===== config.mk =====
export PLATFORM = sky130hd
export DESIGN_NAME = sodor5_cc_fifo
export DESIGN_NICKNAME = d
export VERILOG_FILES = /design/src/rtl/sodor5_commit_checker.sv
export SDC_FILE = /design/constraint.sdc
export NUM_CORES = 1
export LEC_CHECK = 0
export ABC_AREA = 1
export BUFFER_PORTS_ARGS = -buffer_cell sky130_fd_sc_hd__buf_2
export CORE_MARGIN = 5
export CORE_UTILIZATION = 45
export CTS_BUF_LIST = sky130_fd_sc_hd__clkbuf_8
export DETAILED_ROUTE_END_ITERATION = 6
export PLACE_DENSITY = 0.66
export REMOVE_ABC_BUFFERS = 1
export SYNTH_ARGS = -nofsm -noshare
export SYNTH_HDL_FRONTEND = slang
export SYNTH_SLANG_ARGS = --single-unit
export TNS_END_PERCENT = 1

===== constraint.sdc =====
create_clock -name clk -period 5.1 [get_ports clk]
set_input_delay 0.51 -clock clk [delete_from_list [all_inputs] [get_ports clk]]
set_output_delay 0.51 -clock clk [all_outputs]
set_load 0.01 [all_outputs]

===== src/rtl/sodor5_commit_checker.sv =====
`default_nettype none
// ============================================================================
// Module   : sodor5_cc_fifo
// Purpose  : Small synchronous FIFO holding {rd, data} retire records for one
//            stream of the commit checker.
// Ports    : clk, reset        - clock, asynchronous active-high reset
//            i_push / i_data   - write request and record
//            i_pop             - discard the head record
//            o_head            - record at the head (valid when !o_empty)
//            o_level           - occupancy 0..DEPTH
//            o_empty / o_full  - status flags derived from the pointers
// Revision : 1.0 - initial release
// ============================================================================
module sodor5_cc_fifo #(
    parameter int EW    = 37,
    parameter int DEPTH = 8
) (
    input  logic                       clk,
    input  logic                       reset,
    input  logic                       i_push,
    input  logic [EW-1:0]              i_data,
    input  logic                       i_pop,
    output logic [EW-1:0]              o_head,
    output logic [$clog2(DEPTH):0]     o_level,
    output logic                       o_empty,
    output logic                       o_full
);
    localparam int AW = $clog2(DEPTH);

    logic [EW-1:0] r_mem [DEPTH];
    logic [AW:0]   r_wptr;
    logic [AW:0]   r_rptr;

    // Pointers carry one extra wrap bit so full and empty are distinguishable.
    always_ff @(posedge clk or posedge reset) begin
        if (reset) begin
            r_wptr <= '0;
            r_rptr <= '0;
        end else begin
            if (i_push) r_wptr <= r_wptr + 1'b1;
            if (i_pop)  r_rptr <= r_rptr + 1'b1;
        end
    end

    // Storage needs no reset: the pointers decide what is valid.
    always_ff @(posedge clk) begin
        if (i_push) r_mem[r_wptr[AW-1:0]] <= i_data;
    end

    assign o_head  = r_mem[r_rptr[AW-1:0]];
    assign o_level = r_wptr - r_rptr;
    assign o_empty = (r_wptr == r_rptr);
    assign o_full  = (r_wptr[AW-1:0] == r_rptr[AW-1:0]) && (r_wptr[AW] != r_rptr[AW]);
endmodule

`default_nettype wire


==> flow_metrics.tcl <==
set metrics [dict create \
    end_kind "output port" \
    cts-resized-gates 0 \
    max_freq_mhz 262.6 \
    io_pins 84 \
    ys_ff_latch 304 \
    cts.root.buffer_cell "clkbuf_8" \
    dp_hpwl_mm 15.56 \
    crit_type "flip-flop to output port" \
    finalHoldViolCount 0 \
    io_buffers 83 \
    remaining_drc_errors 0 \
    vias_per_cell 4.709 \
    vias 8769 \
    final_nets 1481 \
    synth-xor-area-share_pct 0.5217 \
    start_util_pct 45.43 \
    peakVddDrop_v 0.0004469 \
    synth_cells 1342 \
    cts_buffer_depth 3 \
    antenna_found_initial 3 \
    drt-total-wl_mm 29.57 \
    avgSynthCellArea_sq_um 10.01 \
    rows 63 \
    synth.top_cells.by_area "edfxtp_1, nand2_1, inv_1" \
    synth_top_family_by_area "simple AND/OR/NAND/NOR gates" \
    p_per_area_nw_per_um2 549.3 \
    overflow 0 \
    slew_headroom_pct 23.95 \
    yosysTopAreaCell "edfxtp_1" \
    worst_setup_path_start_kind "flip-flop" \
    cts-buffers-inserted 49 \
    maxSlewViolCount 0 \
    netlist-cell-type-count 20 \
    final_layout_size_suffix_gt1_share_pct 11.55 \
    yosysTopAreaCellShare_pct 66.18 \
    hold_class "input pin to flip-flop" \
    instances_no_fill 1862 \
    synth_area_sq_um 13430 \
    grt_usage_pct 17.67 \
    die_x_microns 182.8 \
    setup_viol 0 \
    worstMarginPinSlew_ps 1141 \
    status "completed" \
    core-area_sq_um 29560 \
    gp_congestion 0.7614 \
    synth_compound_gate_area_share_pct 0.1118 \
    wire_per_inst_microns 15.88 \
    clock_skew_ps 27.22 \
    firstDrtPassIters 5 \
    fin_hold_ws_ps 205.1 \
    rsz0062_at_grt "no" \
    yosys.area_share.simple_pct 19.78 \
    syn_to_final_growth_pct 11.92 \
    clk_latency_ps 580 \
    place_inst 1772 \
    drv_cap 0 \
    diodes 0 \
    arrival_ps 3300 \
    worstPathMaxFanout 105 \
    cp.required_ps 4590 \
    grt_pass1_wl_mm 46.67 \
    seq_area_sq_um 9097 \
    tritoncts "built" \
    die_y_microns 182.8 \
    grt_max_degree 106 \
    muxShareOfSynthArea_pct 0 \
    power_leakage_nw 7.059 \
    h-tree-depth 2 \
    final_antenna_net_count 0 \
    n_fill_cell 2655 \
    die-area_sq_um 33400 \
    min_period_over_period_pct 74.67 \
    clk_pin_slew_ps 60 \
    yosys_warnings 0 \
    synth_seq_area_share_pct 67.67 \
    grt_pass1_vias 8555 \
    drt_iter0_markers 582 \
    finish.utilization_pct 50.85 \
    multi_input_area_sq_um 2884 \
    fin_crit_ps 3808 \
    synth_fa_ha_area_share_pct 0.6149 \
    clock-sinks 304 \
]
cell usage in the layout (no fill, tap or decap), drive strengths merged:
master       synthesis  final
clkinv               0     18
nand3b               1      1
edfxtp             296    296
dlygate4sd3          0      1
ha                   5      5
nor2                10     10
inv                308    327
xnor2                2      2
nand3              150    150
nand4                1      1
xor2                 6      6
nand2              494    494
a21oi                1      1
dfrtp                8      8
buf                 46     97
clkbuf              11     52
fa                   1      1
o21ai                2      2
Yosys cell counts, drive strengths merged:
| library cell | n |
|---|---|
| ha | 5 |
| nor2 | 10 |
| xnor2 | 2 |
| nand3b | 1 |
| edfxtp | 296 |
| buf | 46 |
| xor2 | 6 |
| nand2 | 494 |
| o21ai | 2 |
| dfrtp | 8 |
| fa | 1 |
| a21oi | 1 |
| inv | 308 |
| nand4 | 1 |
| clkbuf | 11 |
| nand3 | 150 |
kinds of logic (layout without fill, tap and decap cells):
group / after synthesis / after routing
flip-flops: 304 / 304
adder cells (fa/ha/maj): 6 / 6
AO/OA/AOI/OAI: 3 / 3
buffers and inverters: 365 / 495
AND/OR/NAND/NOR: 656 / 656
XOR/XNOR: 8 / 8
metrics by stage:
stage	setup slack [ps]	setup TNS [ps]	total power [mW]	area, sq um
2_1_floorplan	-346.5	-12820	5.311	13070
5_1_grt	1100	0	8.858	15030
4_1_cts	1288	0	8.366	15030
3_5_place_dp	1897	0	6.485	14150
3_3_place_gp	1928	0	6.424	14150
6_report	1292	0	8.257	15030
layer usage:
| metal | GRT usage [%] | vias to the layer above | routed length, microns | part of all wire, % |
|---|---|---|---|---|
| met2 | 30.02 | 224 | 14400 | 49 |
| met1 | 23.27 | 4122 | 12820 | 43 |
| li1 | - | 4354 | - | - |
| met4 | 5.344 | 6 | 651 | 2.2 |
| met5 | 0 | - | 35 | 0.12 |
| met3 | 3.332 | 63 | 1660 | 5.6 |
critical path: stages, from the launching register on:
cell	delay, ps
dfrtp_4	770
inv_4	890
buf_4	420
nand2_1	90
nand3_1	80
nand2_1	70
nand2_1	60
nand2_1	100
buf_2	150
power by group:
group	internal, mW	total, mW	switching [mW]
Sequential	3.15	3.32	0.178
Clock	0.943	1.87	0.928
Combinational	0.943	3.06	2.12
Total	5.03	8.26	3.23
area by class of cell:
class | instances | share of cell area, %
Tap cell | 390 | 3.246
Clock inverter | 37 | 1.049
Clock buffer | 52 | 4.761
Timing Repair Buffer | 98 | 3.529
Multi-Input combinational cell | 673 | 19.19
Inverter | 308 | 7.708
Sequential cell | 304 | 60.52
sequential cells by signal, indices dropped and copies added, names as in the netlist:
name,cells
r_rptr,4
r_mem,296
r_wptr,4
path summary, 6_finish.rpt:
kind,slack (ps),depth (start not counted),to,startpoint
worst max-delay path,1290,8,o_head[14],r_rptr[0]$_DFFE_PP0P_
worst min-delay path,210,1,r_mem[7][15]$_DFFE_PP_,i_data[15]
worst max register to register,2770,4,r_mem[4][22]$_DFFE_PP_,r_wptr[0]$_DFFE_PP0P_
worst min register to register,490,1,r_wptr[3]$_DFFE_PP0P_,r_wptr[3]$_DFFE_PP0P_
max in group asynchronous,4360,3,r_rptr[0]$_DFFE_PP0P_,reset
min in group asynchronous,450,3,r_rptr[2]$_DFFE_PP0P_,reset
timing repair:
item | CTS | global route
hold buffers | 1 | 0
endpoints found under the hold margin | 8 | 0
setup buffers | 0 | 0
(Power assumes the default switching activity.)
